[src/rtl/spi_pkg.sv]
// SPI master shared definitions: register map,
// control-bit positions and FSM state encoding.
package spi_pkg;

  localparam logic [1:0] ADR_DATA = 2'd0;
  localparam logic [1:0] ADR_CTRL = 2'd1;
  localparam logic [1:0] ADR_DIV  = 2'd2;

  localparam int CB_IEN  = 15;
  localparam int CB_LEN  = 8;
  localparam int CB_CPOL = 7;
  localparam int CB_CPHA = 6;
  localparam int CB_MCS  = 4;
  localparam int CB_DONE = 3;
  localparam int CB_OVR  = 2;
  localparam int CB_BUSY = 0;

  localparam logic [3:0] LEN_RST = 4'd7;

  typedef enum logic [1:0] {
    ST_IDLE,
    ST_SETUP,
    ST_SHIFT,
    ST_HOLD
  } state_t;

endpackage

[src/rtl/spi_if.sv]
// Register bus between a host and the SPI master.
// The peripheral side uses the slave modport.
interface spi_if;
  logic [1:0]  i_dbus_adr;
  logic        i_dbus_cyc;
  logic        i_dbus_we;
  logic [15:0] i_dbus_dat;
  logic [15:0] o_dbus_rdt;
  logic        o_dbus_ack;

  modport master (
    output i_dbus_adr, i_dbus_cyc,
    output i_dbus_we, i_dbus_dat,
    input  o_dbus_rdt, o_dbus_ack
  );

  modport slave (
    input  i_dbus_adr, i_dbus_cyc,
    input  i_dbus_we, i_dbus_dat,
    output o_dbus_rdt, o_dbus_ack
  );
endinterface

[src/rtl/spi_clkgen.sv]
// SCLK half-period timer: tick on the last clk of
// every (div+1)-cycle half-period while enabled.
module spi_clkgen #(
  parameter int DIV_W = 8
) (
  input  logic             clk,
  input  logic             rstn,
  input  logic             en,
  input  logic [DIV_W-1:0] div,
  output logic             tick
);

  logic [DIV_W-1:0] cnt_q;

  assign tick = en && (cnt_q == div);

  always_ff @(posedge clk or negedge rstn) begin
    if (!rstn) begin
      cnt_q <= '0;
    end else if (!en || tick) begin
      cnt_q <= '0;
    end else begin
      cnt_q <= cnt_q + 1'b1;
    end
  end

endmodule

[src/rtl/spi_master.sv]
// Register-mapped SPI master, modes 0-3, 1..16 bit
// frames, MSB first, optional manual chip select.
module spi_master #(
  parameter int DIV_W = 8
) (
  input  logic clk,
  input  logic rstn,
  spi_if.slave bus,
  output logic o_int,
  output logic o_SCLK,
  output logic o_MOSI,
  input  logic i_MISO,
  output logic o_CSn
);
  import spi_pkg::*;

  state_t state_q, state_d;

  logic             ack_q;
  logic [15:0]      rdt_q, rd_mux, ctrl_rd;
  logic             ien_q, cpol_q, cpha_q, mcs_q;
  logic [3:0]       len_q;
  logic             done_q, ovr_q;
  logic [DIV_W-1:0] div_q;
  logic [15:0]      rx_q, rx_sh, tx_q;
  logic [3:0]       len_l;
  logic             cpol_l, cpha_l;
  logic [DIV_W-1:0] div_l;
  logic             sclk_q;
  logic [4:0]       edge_q;

  logic acc, wr, rd, wr_data, start, busy;
  logic clk_en, tick, last_edge, samp, shft;

  assign acc     = bus.i_dbus_cyc & ack_q;
  assign wr      = acc & bus.i_dbus_we;
  assign rd      = acc & ~bus.i_dbus_we;
  assign wr_data = wr && (bus.i_dbus_adr == ADR_DATA);
  assign busy    = (state_q != ST_IDLE);
  assign start   = wr_data && !busy;

  assign bus.o_dbus_ack = ack_q;
  assign bus.o_dbus_rdt = rdt_q;

  spi_clkgen #(.DIV_W(DIV_W)) u_clkgen (
    .clk  (clk),
    .rstn (rstn),
    .en   (clk_en),
    .div  (div_l),
    .tick (tick)
  );

  // Even edge counts are leading edges, odd are trailing
  assign last_edge = (edge_q == {len_l, 1'b1});
  assign samp = (edge_q[0] == cpha_l);
  assign shft = cpha_l ? (~edge_q[0] & (edge_q != 5'd0))
                       : edge_q[0];

  always_comb begin
    state_d = state_q;
    clk_en  = 1'b0;
    unique case (state_q)
      ST_IDLE: begin
        if (start) state_d = ST_SETUP;
      end
      ST_SETUP: begin
        clk_en = 1'b1;
        if (tick) state_d = ST_SHIFT;
      end
      ST_SHIFT: begin
        clk_en = 1'b1;
        if (tick && last_edge) state_d = ST_HOLD;
      end
      ST_HOLD: begin
        clk_en = 1'b1;
        if (tick) state_d = ST_IDLE;
      end
      default: state_d = ST_IDLE;
    endcase
  end

  always_ff @(posedge clk or negedge rstn) begin
    if (!rstn) state_q <= ST_IDLE;
    else       state_q <= state_d;
  end

  always_comb begin
    ctrl_rd = '0;
    ctrl_rd[CB_IEN]     = ien_q;
    ctrl_rd[CB_LEN+:4]  = len_q;
    ctrl_rd[CB_CPOL]    = cpol_q;
    ctrl_rd[CB_CPHA]    = cpha_q;
    ctrl_rd[CB_MCS]     = mcs_q;
    ctrl_rd[CB_DONE]    = done_q;
    ctrl_rd[CB_OVR]     = ovr_q;
    ctrl_rd[CB_BUSY]    = busy;
  end

  always_comb begin
    rd_mux = '0;
    unique case (1'b1)
      bus.i_dbus_adr == ADR_DATA: rd_mux = rx_q;
      bus.i_dbus_adr == ADR_CTRL: rd_mux = ctrl_rd;
      bus.i_dbus_adr == ADR_DIV:  rd_mux = 16'(div_q);
      default:                    rd_mux = '0;
    endcase
  end

  always_ff @(posedge clk or negedge rstn) begin
    if (!rstn) begin
      ack_q  <= 1'b0;
      rdt_q  <= '0;
      ien_q  <= 1'b0;
      len_q  <= LEN_RST;
      cpol_q <= 1'b0;
      cpha_q <= 1'b0;
      mcs_q  <= 1'b0;
      done_q <= 1'b0;
      ovr_q  <= 1'b0;
      div_q  <= '0;
      rx_q   <= '0;
      rx_sh  <= '0;
      tx_q   <= '0;
      len_l  <= LEN_RST;
      cpol_l <= 1'b0;
      cpha_l <= 1'b0;
      div_l  <= '0;
      sclk_q <= 1'b0;
      edge_q <= '0;
    end else begin
      ack_q <= bus.i_dbus_cyc & ~ack_q;
      if (bus.i_dbus_cyc & ~ack_q) rdt_q <= rd_mux;

      if (wr && (bus.i_dbus_adr == ADR_CTRL)) begin
        ien_q  <= bus.i_dbus_dat[CB_IEN];
        len_q  <= bus.i_dbus_dat[CB_LEN+:4];
        cpol_q <= bus.i_dbus_dat[CB_CPOL];
        cpha_q <= bus.i_dbus_dat[CB_CPHA];
        mcs_q  <= bus.i_dbus_dat[CB_MCS];
        if (bus.i_dbus_dat[CB_OVR]) ovr_q <= 1'b0;
      end
      if (wr && (bus.i_dbus_adr == ADR_DIV))
        div_q <= bus.i_dbus_dat[DIV_W-1:0];
      if (wr_data && busy) ovr_q <= 1'b1;

      // Transfer runs on a snapshot of the config
      if (start) begin
        tx_q   <= bus.i_dbus_dat;
        rx_sh  <= '0;
        len_l  <= len_q;
        cpol_l <= cpol_q;
        cpha_l <= cpha_q;
        div_l  <= div_q;
        sclk_q <= cpol_q;
        edge_q <= '0;
      end

      if ((state_q == ST_SHIFT) && tick) begin
        sclk_q <= ~sclk_q;
        edge_q <= edge_q + 5'd1;
        if (samp) rx_sh <= {rx_sh[14:0], i_MISO};
        if (shft) tx_q <= {tx_q[14:0], 1'b0};
      end

      if (rd && (bus.i_dbus_adr == ADR_DATA)) done_q <= 1'b0;
      if ((state_q == ST_HOLD) && tick) begin
        done_q <= 1'b1;
        rx_q   <= rx_sh;
      end
    end
  end

  assign o_int  = done_q & ien_q;
  assign o_CSn  = ~(busy | mcs_q);
  assign o_SCLK = (state_q == ST_IDLE) ? cpol_q : sclk_q;
  assign o_MOSI = busy & tx_q[len_l];

endmodule

[src/flat_wrapper.sv]
// flat-port wrapper written by rule: the top's interface ports become plain ports
module spi_master_flat import spi_pkg::*;
#(
  parameter int DIV_W = 8
)
  (clk, rstn, o_int, o_SCLK, o_MOSI, i_MISO, o_CSn, bus_i_dbus_adr, bus_i_dbus_cyc, bus_i_dbus_we, bus_i_dbus_dat, bus_o_dbus_rdt, bus_o_dbus_ack);
  spi_if bus_i ();
  input  logic clk;
  input  logic rstn;
  output logic o_int;
  output logic o_SCLK;
  output logic o_MOSI;
  input  logic i_MISO;
  output logic o_CSn;
  input wire logic [$bits(bus_i.i_dbus_adr)-1:0] bus_i_dbus_adr;
  input wire logic [$bits(bus_i.i_dbus_cyc)-1:0] bus_i_dbus_cyc;
  input wire logic [$bits(bus_i.i_dbus_we)-1:0] bus_i_dbus_we;
  input wire logic [$bits(bus_i.i_dbus_dat)-1:0] bus_i_dbus_dat;
  output wire logic [$bits(bus_i.o_dbus_rdt)-1:0] bus_o_dbus_rdt;
  output wire logic [$bits(bus_i.o_dbus_ack)-1:0] bus_o_dbus_ack;
  assign bus_i.i_dbus_adr = bus_i_dbus_adr;
  assign bus_i.i_dbus_cyc = bus_i_dbus_cyc;
  assign bus_i.i_dbus_we = bus_i_dbus_we;
  assign bus_i.i_dbus_dat = bus_i_dbus_dat;
  assign bus_o_dbus_rdt = bus_i.o_dbus_rdt;
  assign bus_o_dbus_ack = bus_i.o_dbus_ack;
  spi_master #(.DIV_W(DIV_W)) u_core (.clk(clk), .rstn(rstn), .bus(bus_i), .o_int(o_int), .o_SCLK(o_SCLK), .o_MOSI(o_MOSI), .i_MISO(i_MISO), .o_CSn(o_CSn));
endmodule
[config.mk]
export PLATFORM = sky130hd
export DESIGN_NAME = spi_master_flat
export DESIGN_NICKNAME = d
export VERILOG_FILES = /design/src/rtl/spi_pkg.sv /design/src/rtl/spi_if.sv /design/src/rtl/spi_clkgen.sv /design/src/rtl/spi_master.sv /design/src/flat_wrapper.sv
export SDC_FILE = /design/constraint.sdc
export NUM_CORES = 1
export LEC_CHECK = 0
export ABC_AREA = 1
export BUFFER_PORTS_ARGS = -buffer_cell sky130_fd_sc_hd__buf_2
export CORE_UTILIZATION = 55
export CTS_CLUSTER_SIZE = 20
export DETAILED_ROUTE_END_ITERATION = 8
export PLACE_DENSITY = 0.74
export SLEW_MARGIN = 20
export SYNTH_ARGS = -nofsm -noshare
export SYNTH_HDL_FRONTEND = slang
export SYNTH_SLANG_ARGS = --single-unit
[constraint.sdc]
create_clock -name clk -period 2.85 [get_ports clk]
set_clock_uncertainty 0.05 [all_clocks]
set_input_delay 0.285 -clock clk [delete_from_list [all_inputs] [get_ports clk]]
set_output_delay 0.285 -clock clk [all_outputs]
set_load 0.1 [all_outputs]
; Word level (Yosys, flattened, before mapping)
; Index checks and enable logic that the tools add are counted.
[totals]
ff_bits = 112
latch_bits = 0
ram_bits = 0
romBits = 0
wordCells = 99
n_memories = 0
[classes]
add_sub_neg = 2
n_mul = 0
div_mod_pow = 0
order_cmp = 1
n_eq_ne = 12
shift = 0
n_mux = 27
bitwise = 13
reduce_logical = 24
[ops]
columns = operator, count
row1 = two-way mux 16 bit, 6
row2 = one-hot mux 16 bit (3 select lines), 1
row3 = two-way mux 1 bit, 11
row4 = logical AND 1 bit, 10
row5 = two-way mux 5 bit, 2
row6 = nonzero test 2 bit, 5
row7 = "adder 8 x 1 -> 8 bit, second input constant", 1
row8 = == test 8 bit, 1
row9 = two-way mux 2 bit, 4
row10 = two-way mux 8 bit, 1
row11 = "!= test 2 x 1 -> 1 bit, second input constant", 4
row12 = one-hot mux 2 bit (4 select lines), 1
row13 = AND 1 bit, 7
row14 = "== test 2 bit, second input constant", 3
row15 = "adder 5 x 1 -> 5 bit, second input constant", 1
row16 = == test 5 bit, 1
row17 = "less-than comparator 4 x 5 -> 1 bit, second input constant", 1
row18 = NOT 1 bit, 5
row19 = nonzero test 5 bit, 1
row20 = binary-select mux 1 bit (select 4 bit), 1
row21 = "== test 2 x 1 -> 1 bit, second input constant", 2
row22 = zero test 2 bit, 2
row23 = AND reduction 4 bit, 1
row24 = OR reduction 3 bit, 1
row25 = other kinds (5), 6

; Depth between registers and ports, before layout
; Gate-level depths: netlist (run 1).
[logic_depth]
ltp_word = 7
depth_mapped = 11

; By module
; Synthesis (run 1) repeated with hierarchy kept, for this count alone.
[hier_totals]
hier_cells = 621
area_unflattened_um2 = 5230.0
[modules_own_cells]
columns = mod, instances, cells_each, area_per_inst_um2, seq_area_each_um2
row1 = spi_master, 1, 550, 4715.8, 2610.0
row2 = spi_clkgen, 1, 71, 514.2, 200.2

; Worst setup path after synthesis (run 1)
; Ideal clock, no wire load.
[synth_path]
kind = reg2out
from = reg u_core.state_q[0]
to = out o_SCLK
arrival_ns = 2.918
t_required_ns = 2.515
path_slack_ns = -0.403
stages_incl_launch_ff = 5
n_path_buf = 1
path_cell_list = dfrtp_1 inv_1 ha_1 clkbuf_1 o21ai_0
[synth_between]
elab_chain_len = 2
[synth_lines]
columns = element, line_no
row1 = start: declaration, spi_master.sv:17  ; state_t state_q, state_d;
row2 = start signal: assignment, spi_master.sv:84  ; else state_q <= state_d;
row3 = zero test 2 bit, spi_master.sv:175  ; assign o_SCLK = (state_q == ST_IDLE) ? cpol_q : sclk_q;
row4 = two-way mux 1 bit, spi_master.sv:175
row5 = end: declaration, flat_wrapper.sv:11  ; output logic o_SCLK;
; Every way passes these cells.

; Final worst setup path (run 1)
[layout_path]
from = reg u_core.len_l[0]
to = out o_MOSI
[layout_between]
elab_chain_len = 3
[layout_lines]
columns = element, line_no
row1 = start: declaration, spi_master.sv:26  ; logic [3:0] len_l;
row2 = start signal: assignment, spi_master.sv:150  ; len_l <= len_q;
row3 = binary-select mux 1 bit (select 4 bit), spi_master.sv:176  ; assign o_MOSI = busy & tx_q[len_l];
row4 = two-way mux 1 bit (not written as such), spi_master.sv:176
row5 = AND 1 bit, spi_master.sv:176
row6 = end: declaration, flat_wrapper.sv:12  ; output logic o_MOSI;
; Every way passes these cells. The select of a mux whose other input is x is not followed.

==> results of run 1 <==
Yosys cell counts (all sizes together):
library cell  instances  area share, %
xnor2                 1           0.16
clkbuf               11           0.74
o211ai                7           0.94
nand3                29            3.0
nor3                  4           0.36
nand2               246             16
or2                   1           0.11
nor2                 33            2.5
nor3b                 3           0.40
o21a                  1           0.13
nor4                  1           0.11
o22ai                 2           0.22
xor2                  4           0.62
inv                  90            6.0
ha                    7            1.6
o21ai               125             11
buf                  19            2.5
nand4                 1           0.11
clkinv                2           0.22
a21oi                29            2.6
dfstp                 6            2.8
dfrtp               106             47
path summary, 6_finish.rpt:
check / from / cells after the start / to / slack [ns]
min reg2reg: u_core.bus.o_dbus_rdt[12]$_DFFE_PN0P_ / 2 / u_core.bus.o_dbus_rdt[12]$_DFFE_PN0P_ / 0.44
min: rstn / 1 / u_core.u_clkgen.cnt_q[2]$_DFF_PN0_ / -0.03
max in group asynchronous: rstn / 2 / u_core.rx_q[9]$_DFFE_PN0P_ / 1.98
max: u_core.len_l[0]$_DFFE_PN1P_ / 7 / o_MOSI / 0.29
max reg2reg: u_core.state_q[1]$_DFFE_PN0P_ / 8 / u_core.rx_sh[15]$_DFF_PN0_ / 0.71
min in group clk: bus_i_dbus_dat[9] / 3 / u_core.len_q[1]$_DFFE_PN1P_ / 0.10
power groups by stage:
stage	clock network (W)	logic (W)	registers (W)
final	0.000993	0.00190	0.00224
after global routing	0.00106	0.00214	0.00229
after CTS	0.00101	0.00191	0.00224
after detailed placement	0	0.00190	0.00227
after global placement	0	0.00183	0.00225
after floorplan	0	0.00136	0.00233
flip-flops by register name, summed over array words and instances (netlist names), 2 cells and up:
name	cells
u_core.div_l	8
u_core.tx_q	16
u_core.edge_q	5
u_core.rx_q	16
u_core.div_q	8
u_core.u_clkgen.cnt_q	8
u_core.state_q	2
u_core.len_q	4
u_core.bus.o_dbus_rdt	16
u_core.len_l	4
u_core.rx_sh	16
area by class of cell:
class / count / area, µm²
flip-flops and latches: 112 / 2810
repair buffers: 49 / 288
well taps: 133 / 166
fillers: 934 / 3730
clock buffers: 10 / 128
inverters: 92 / 350
clock inverters: 6 / 73.8
multi-input cells: 494 / 2270
routing by layer:
metal	vias to the layer above	part of all wire (%)	track usage, %
li1	2364	-	-
met5	-	0	0
met3	10	4.2	4.00
met2	116	47	40.1
met4	0	0.81	7.91
met1	2265	48	36.8
stage by stage:
| stage | hold WS, ns | total power [W] | instances |
|---|---|---|---|
| floorplan | -0.0606 | 0.00369 | 728 |
| global placement | 0.412 | 0.00409 | 880 |
| detailed placement | 0.421 | 0.00417 | 880 |
| CTS | 0.0381 | 0.00516 | 896 |
| global route | 0.0676 | 0.00550 | 896 |
| finish | -0.0255 | 0.00514 | 896 |
worst reg2reg max path, cell delays in order, from the launching register on:
cell and delay [ns]:
dfrtp_1 0.44, inv_1 0.10, ha_1 0.19, buf_4 0.17, inv_1 0.13, nand3_4 0.30, clkinv_4 0.37, nand2_1 0.19
o21ai_0 0.09
cell families after synthesis:
logic type / after synthesis
AND/OR/NAND/NOR: 318
AO/OA/AOI/OAI: 164
adder cells (fa/ha/maj): 7
flip-flops: 112
buffers and inverters: 122
XOR/XNOR: 5
==> results.txt, run 1 <==
min-delay worst type = in2async
Avg Inst Size Synth = 7.70 µm²
ANT cells = 0
CP peak stage delay = 0.65 ns
WL per Instance = 14.1 µm
Netlist cell types = 31
synth-to-layout area growth = 8.50%
insertion delay to the later sink of the worst-skew pair = 0.38 ns
Residual DRC = 0
Psw = 0.00222 W
placed cell area = 5880 µm²
Worst-Margin Slew = 0.982 ns
Synth Area in Adders = 1.56%
status = finished with violations
syn_nets = 758
antenna violations before repair = 0
Die X = 103 µm
critical path's top delay family = flip-flops
CTS tree = yes
RSZ-0062 raised after global routing = false
crit end category = output port
die area = 10600 µm²
root buffer cell = clkbuf_8
GR Overflow Total = 0
worst path buffer plus inverter count = 2
Die Y = 103 µm
Cell Pwr Density = 845 nW/µm²
GRT Overall Usage = 25.6%
most frequent cells in the layout = nand2_1 (246), dfrtp_1 (106), inv_1 (85), o21ai_0 (82), o21ai_1 (43)
Gate Count Post-Synth = 728
Synth Area in Compound Gates = 15.0%
Fin Hold WS = -0.0255 ns
Post-DRT Antenna Nets = 0
Rel. slew slack = 34.6%
register area share after synthesis = 50.1%
largest net degree at the start of global routing = 75
CTS Hold Bufs = 0
largest family of logic cells by synthesized area = simple AND/OR/NAND/NOR gates
setup ws final = 0.287 ns
Post-DP HPWL = 8880 µm
Max rail drop VDD = 0.000779 V
pre-CTS setup slack = 0.726 ns
TritonCTS buffer count = 9
failing checks = hold timing
critical path type = reg2out
number of synthesized register bits = 112
Util after Layout = 62.0%
initial DRC count = 289
Net Sw Frac = 43.3%
nets = 788
power share of the combinational group = 37.0%
GP Congestion = 0.894
post-synthesis mux area share = 0%
f_max = 0.390 GHz
fin area = 6090 µm²
critical path's slowest cell = dfstp_2
Warnings, synthesis = 0
Final min period = 2.56 ns
number of global-route vias before repair = 4236
Pleak = 3.02 nW
drt pass-1 iters = 5
final wirelength = 12600 µm
Worst Path Arrival = 2.23 ns
Critical Path RT = 2.52 ns
Synth Area in XOR/XNOR = 0.781%
setup repair bufs after CTS = 0
layout cells sized above 1 = 11.1%
first-pass GRT wire length = 20600 µm
Reg clk slew, reported paths = 0.10 ns
internal power = 0.00292 W
io pins = 44
number of vias per cell = 5.31
commonest non-fill, non-tap cell in the layout = nand2_1
clock share of power = 19.3%
clk buf depth = 2
Port-buffer cells = 43
starting density of the core = 57.1%
Tcrit/Tclk final = 89.9%
Post-Syn Area = 5610 µm²
CTS H-tree lvls = 3
Post-Synth Simple-Gate Area = 23.0%
Seq pwr share = 43.6%
total negative slack = 0 ns
Pins Over Slew Limit = 0
placement row count = 36
Vias = 4755
core area = 9820 µm²
Setup crit start kind = flip-flop
Max Fanout on Critical Path = 12
final setup fails = 0
post-cts sizing count = 0
Hold Vio Cnt, Final = 5
clk sinks = 112
Cell Chain, Critical Path = inv_1 > a21oi_1 > o21ai_0 > nand3_1 > nand3_1 > a21oi_1 > buf_2
max-cap viol count = 0
(Power assumes the default switching activity.)
==> inputs of run 2 (changes only) <==
--- a/config.mk
+++ b/config.mk
@@ -7,10 +7,9 @@
 export LEC_CHECK = 0
 export ABC_AREA = 1
 export BUFFER_PORTS_ARGS = -buffer_cell sky130_fd_sc_hd__buf_2
-export CORE_UTILIZATION = 55
+export CORE_UTILIZATION = 40
 export CTS_CLUSTER_SIZE = 20
 export DETAILED_ROUTE_END_ITERATION = 8
-export PLACE_DENSITY = 0.74
 export SLEW_MARGIN = 20
 export SYNTH_ARGS = -nofsm -noshare
 export SYNTH_HDL_FRONTEND = slang
==> run 2 against run 1 <==
The flow now finishes without violations. Clock-buffer cell count is 1 higher. Via count is 1.1% lower. Cell count is 4.8% higher. Core utilization is 15 points lower. Fmax is 1.9% lower. Critical path depth stayed put. Sequential power hardly changed. Clock power is 50% higher.
==> results.txt, run 2 (synthesis results as in run 1) <==
Final min period = 2.61 ns
critical path's slowest cell = dfstp_2
Residual DRC = 0
WL per Instance = 14.2 µm
RR Startpoint = u_core.state_q[0]$_DFFE_PN0P_
clock share of power = 26.3%
nets = 788
Psw = 0.00226 W
first-pass GRT wire length = 22600 µm
Worst R2R End = u_core.rx_sh[15]$_DFF_PN0_
crit end category = output port
Setup crit start kind = flip-flop
Worst R2R Setup Slack = 0.62 ns
insertion delay to the later sink of the worst-skew pair = 0.35 ns
Pleak = 3.08 nW
drt pass-1 iters = 5
final setup fails = 0
io pins = 44
Hold Vio Cnt, Final = 0
starting density of the core = 41.7%
R2R depth = 6
clk buf depth = 2
Post-DRT Antenna Nets = 0
synth-to-layout area growth = 12.0%
root buffer cell = clkbuf_16
Worst-Margin Slew = 0.906 ns
critical path type = reg2out
layout cells sized above 1 = 11.3%
Seq pwr share = 39.6%
pre-CTS setup slack = 0.509 ns
clk sinks = 112
Cell Chain, Critical Path = inv_1 > a21oi_1 > o21ai_0 > nand3_1 > nand3_1 > a21oi_1 > clkbuf_4
Pins Over Slew Limit = 0
RSZ-0062 raised after global routing = false
setup ws final = 0.238 ns
commonest non-fill, non-tap cell in the layout = nand2_1
fillers = 1381
Post-DP HPWL = 9230 µm
Net Sw Frac = 39.9%
final wirelength = 13300 µm
setup repair bufs after CTS = 0
total negative slack = 0 ns
internal power = 0.00340 W
Tcrit/Tclk final = 91.7%
GR Overflow Total = 0
Rel. slew slack = 39.6%
Vias = 4702
Worst Path Arrival = 2.28 ns
Die Y = 120 µm
Port-buffer cells = 43
GRT Overall Usage = 20.0%
ANT cells = 0
initial DRC count = 403
Die X = 120 µm
CTS tree = yes
Reg clk slew, reported paths = 0.08 ns
Critical Path RT = 2.52 ns
max-cap viol count = 0
CTS Hold Bufs = 0
die area = 14500 µm²
CTS H-tree lvls = 3
Max rail drop VDD = 0.000320 V
Max Fanout on Critical Path = 12
min-delay worst type = in2async
CP peak stage delay = 0.65 ns
number of global-route vias before repair = 4456
GP Congestion = 0.812
post-cts sizing count = 0
placement row count = 42
number of vias per cell = 5.01
largest net degree at the start of global routing = 71
TritonCTS buffer count = 9
core area = 13500 µm²
power share of the combinational group = 34.1%
status = finished, final reports clean
Cell Pwr Density = 900 nW/µm²
antenna violations before repair = 0
f_max = 0.383 GHz
most frequent cells in the layout = nand2_1 (246), dfrtp_1 (106), inv_1 (85), o21ai_0 (82), o21ai_1 (43)
## run 2: per-layer routing
layer  wire length (µm)  up-vias  track usage (%)
li1                   -     2368                -
met1               6400     2214             27.7
met2               6160      102             31.5
met3                524       18             4.29
met4                249        0             6.17
met5                  0        -                0
## run 2: metrics by stage
| stage | power, W | cell area (µm²) | hold WS [ns] | std cells | utilization [%] |
|---|---|---|---|---|---|
| 4_1_cts | 0.00568 | 6280 | 0.0494 | 939 | 46.7 |
| 3_5_place_dp | 0.00418 | 5930 | 0.422 | 923 | 44.0 |
| 6_report | 0.00566 | 6280 | 0.000803 | 939 | 46.7 |
| 2_1_floorplan | 0.00369 | 5610 | -0.0606 | 728 | - |
| 5_1_grt | 0.00605 | 6280 | 0.0627 | 939 | 46.7 |
| 3_3_place_gp | 0.00411 | 5930 | 0.415 | 923 | 44.0 |
## run 2: worst max-delay path by stage
stage	start	endpoint	slack (ns)	cells after the start
after global placement	u_core.len_l[0]$_DFFE_PN1P_	o_MOSI	0.49	7
after CTS	u_core.len_l[0]$_DFFE_PN1P_	o_MOSI	0.11	7
after global routing	u_core.len_l[0]$_DFFE_PN1P_	o_MOSI	0.02	7
after detailed placement	u_core.len_l[0]$_DFFE_PN1P_	o_MOSI	0.51	7
final	u_core.len_l[0]$_DFFE_PN1P_	o_MOSI	0.24	7
after floorplan	u_core.len_l[0]$_DFFE_PN1P_	o_MOSI	0.02	5
## run 2: power groups by stage
stage | logic, W | registers (W) | clock network (W)
floorplan | 0.00136 | 0.00233 | 0
global placement | 0.00186 | 0.00226 | 0
detailed placement | 0.00191 | 0.00226 | 0
CTS | 0.00193 | 0.00223 | 0.00152
global route | 0.00219 | 0.00229 | 0.00157
finish | 0.00193 | 0.00224 | 0.00149
## run 2: worst max-delay path: cells and delay by family, from the launching register on
kind | cells | cell delay, ns
AO/OA/AOI/OAI | 3 | 0.51
flip-flops | 1 | 0.65
AND/OR/NAND/NOR | 2 | 0.19
buffers and inverters | 2 | 0.57
## run 2: layout make-up
type | count | area (µm²) | share of cell area, %
Clock buffer | 11 | 253 | 4.02
Clock inverter | 5 | 103 | 1.63
Inverter | 92 | 350 | 5.58
Multi-Input combinational cell | 494 | 2270 | 36.1
Sequential cell | 112 | 2810 | 44.7
Tap cell | 176 | 220 | 3.50
Timing Repair Buffer | 49 | 278 | 4.42
==> inputs of run 3 (changes only) <==
--- a/config.mk
+++ b/config.mk
@@ -7,7 +7,8 @@
 export LEC_CHECK = 0
 export ABC_AREA = 1
 export BUFFER_PORTS_ARGS = -buffer_cell sky130_fd_sc_hd__buf_2
-export CORE_UTILIZATION = 40
+export CORE_UTILIZATION = 47
+export CTS_BUF_LIST = sky130_fd_sc_hd__clkbuf_2
 export CTS_CLUSTER_SIZE = 20
 export DETAILED_ROUTE_END_ITERATION = 8
 export SLEW_MARGIN = 20
==> run 3 against run 2 <==
The flow now finishes with violations (DRC). Routed wire length decreased by 4.9%. Sequential power about the same. First-iteration DRC count shrank 12%. Non-clock buffer count is 21 higher. Global-route usage rose by 1.7 points. Register-to-register slack hardly changed. Fmax is 1.0% higher. Core utilization is 7.4 points higher. Setup slack improved by 0.026 ns. Hold slack improved by 0.12 ns. Critical path depth unchanged. Cell count decreased by 1.4%. Critical endpoint unchanged. Largest cell class unchanged.
==> results.txt, run 3 (synthesis results as in run 1) <==
status = finished with violations
failing checks = DRC
critical path type = reg2out
Die X = 111 µm
Vias = 4658
Rel. slew slack = 57.5%
clk buf depth = 2
number of global-route vias before repair = 4235
Critical Path RT = 2.52 ns
GRT Overall Usage = 21.7%
largest net degree at the start of global routing = 113
first-pass GRT wire length = 21000 µm
Max rail drop VDD = 0.000461 V
total power = 0.00489 W
WL per Instance = 13.7 µm
final wirelength = 12700 µm
R2R depth = 6
Setup crit start kind = flip-flop
Final min period = 2.59 ns
fillers = 1088
hold endpoint = u_core.bus.o_dbus_rdt[6]$_DFFE_PN0P_
hold path start = bus_i_dbus_adr[0]
nets = 809
starting density of the core = 48.7%
Worst R2R Setup Slack = 0.62 ns
clk sinks = 112
placement row count = 39
ANT cells = 0
DRT met1 WL = 6340 µm
Hold Vio Cnt, Final = 0
crit end category = output port
TritonCTS buffer count = 9
Worst Path Arrival = 2.25 ns
max-cap viol count = 0
core area = 11500 µm²
most frequent cells in the layout = nand2_1 (246), dfrtp_1 (106), inv_1 (85), o21ai_0 (82), o21ai_1 (43)
Pins Over Slew Limit = 0
Cell Pwr Density = 785 nW/µm²
total negative slack = 0 ns
insertion delay to the later sink of the worst-skew pair = 0.63 ns
commonest non-fill, non-tap cell in the layout = nand2_1
metal3 WL = 457 µm
Pleak = 3.07 nW
Port-buffer cells = 43
initial DRC count = 353
register area = 2810 µm²
RSZ-0062 raised after global routing = false
CTS tree = yes
GP Congestion = 0.855
Cell Chain, Critical Path = inv_1 > a21oi_1 > o21ai_0 > nand3_1 > nand3_1 > a21oi_2 > buf_6
area occupied by multi-input gates = 2270 µm²
critical path's slowest cell = dfstp_2
critical path's top delay family = flip-flops
CP most frequent cell = nand3_1
final setup fails = 0
layout cells sized above 1 = 10.6%
die area = 12400 µm²
synth-to-layout area growth = 11.0%
drt pass-1 iters = 7
Worst-Margin Slew = 0.633 ns
root buffer cell = clkbuf_2
RR Startpoint = u_core.state_q[0]$_DFFE_PN0P_
Post-DRT Antenna Nets = 0
CTS H-tree lvls = 3
antenna violations before repair = 0
worst path buffer plus inverter count = 2
Residual DRC = 12
Reg clk slew, reported paths = 0.26 ns
Max Fanout on Critical Path = 6
Die Y = 111 µm
CP peak stage delay = 0.66 ns
wire length on met2 = 5730 µm
GR Overflow Total = 0
DR top layer = met4
number of vias per cell = 5.03
Hold Path Cell Cnt = 4
min-delay worst type = in2reg
Worst R2R End = u_core.rx_sh[0]$_DFF_PN0_
Tcrit/Tclk final = 90.7%
Post-DP HPWL = 8560 µm
io pins = 44
f_max = 0.387 GHz
run 3: cell types whose count changed in the layout (fill, tap and decap cells not counted), sizes merged:
cell and change:
buf -1, bufinv -2, clkbuf -2, clkinv +2
clkinvlp +1, dlygate4sd3 +22
run 3: how the worst max path moves through the flow:
stage,startpoint,to,slack [ns],cells past startpoint
2_1_floorplan,u_core.len_l[0]$_DFFE_PN1P_,o_MOSI,0.02,5
3_3_place_gp,u_core.len_l[0]$_DFFE_PN1P_,o_MOSI,0.53,7
3_5_place_dp,u_core.len_l[0]$_DFFE_PN1P_,o_MOSI,0.58,7
4_1_cts,u_core.len_l[1]$_DFFE_PN1P_,o_MOSI,0.10,7
5_1_grt,u_core.len_l[1]$_DFFE_PN1P_,o_MOSI,0.05,7
6_report,u_core.len_l[1]$_DFFE_PN1P_,o_MOSI,0.26,7
run 3: stage by stage:
stage | hold WS, ns | cell area [µm²] | instances | worst slack, ns | util, %
after floorplan | -0.0606 | 5610 | 728 | 0.0196 | -
after global placement | 0.371 | 5880 | 888 | 0.534 | 51.1
after detailed placement | 0.375 | 5880 | 888 | 0.578 | 51.1
after CTS | 0.0558 | 6220 | 926 | 0.103 | 54.0
after global routing | 0.0258 | 6230 | 926 | 0.0473 | 54.1
final | 0.117 | 6230 | 926 | 0.264 | 54.1
run 3: worst register-to-register path: cells and delay by family, from the launching register on:
kind | cells | cell delay (ns)
AO/OA/AOI/OAI | 1 | 0.30
adder cells (fa/ha/maj) | 1 | 0.33
AND/OR/NAND/NOR | 1 | 0.31
flip-flops | 1 | 0.49
buffers and inverters | 3 | 0.70
run 3: final cells by class:
type                            count  area share [%]
Multi-Input combinational cell    494            36.5
Clock inverter                      6           0.984
Tap cell                          143            2.87
Timing Repair Buffer               70            8.18
Clock buffer                        9           0.723
Sequential cell                   112            45.1
Inverter                           92            5.62
run 3: what timing repair did:
action	CTS	global route
hold buffers	22	0
buffers inserted	1	0
hold endpoints to repair	140	0
setup endpoints to repair	1	2
gates resized for setup	2	2
run 3: layer usage:
layer  GRT usage, %  up-vias
met5              0        -
met4           5.23        0
met3           5.90       12
met2           33.3       78
met1           30.5     2165
li1               -     2403
run 3: report_power, final:
part | leakage, nW | switching (W) | internal, W | total, W
combinational | 1.55 | 0.00137 | 0.000602 | 0.00197
sequential | 1.46 | 0.000284 | 0.00193 | 0.00222
clock | 0.0591 | 0.000515 | 0.000192 | 0.000708
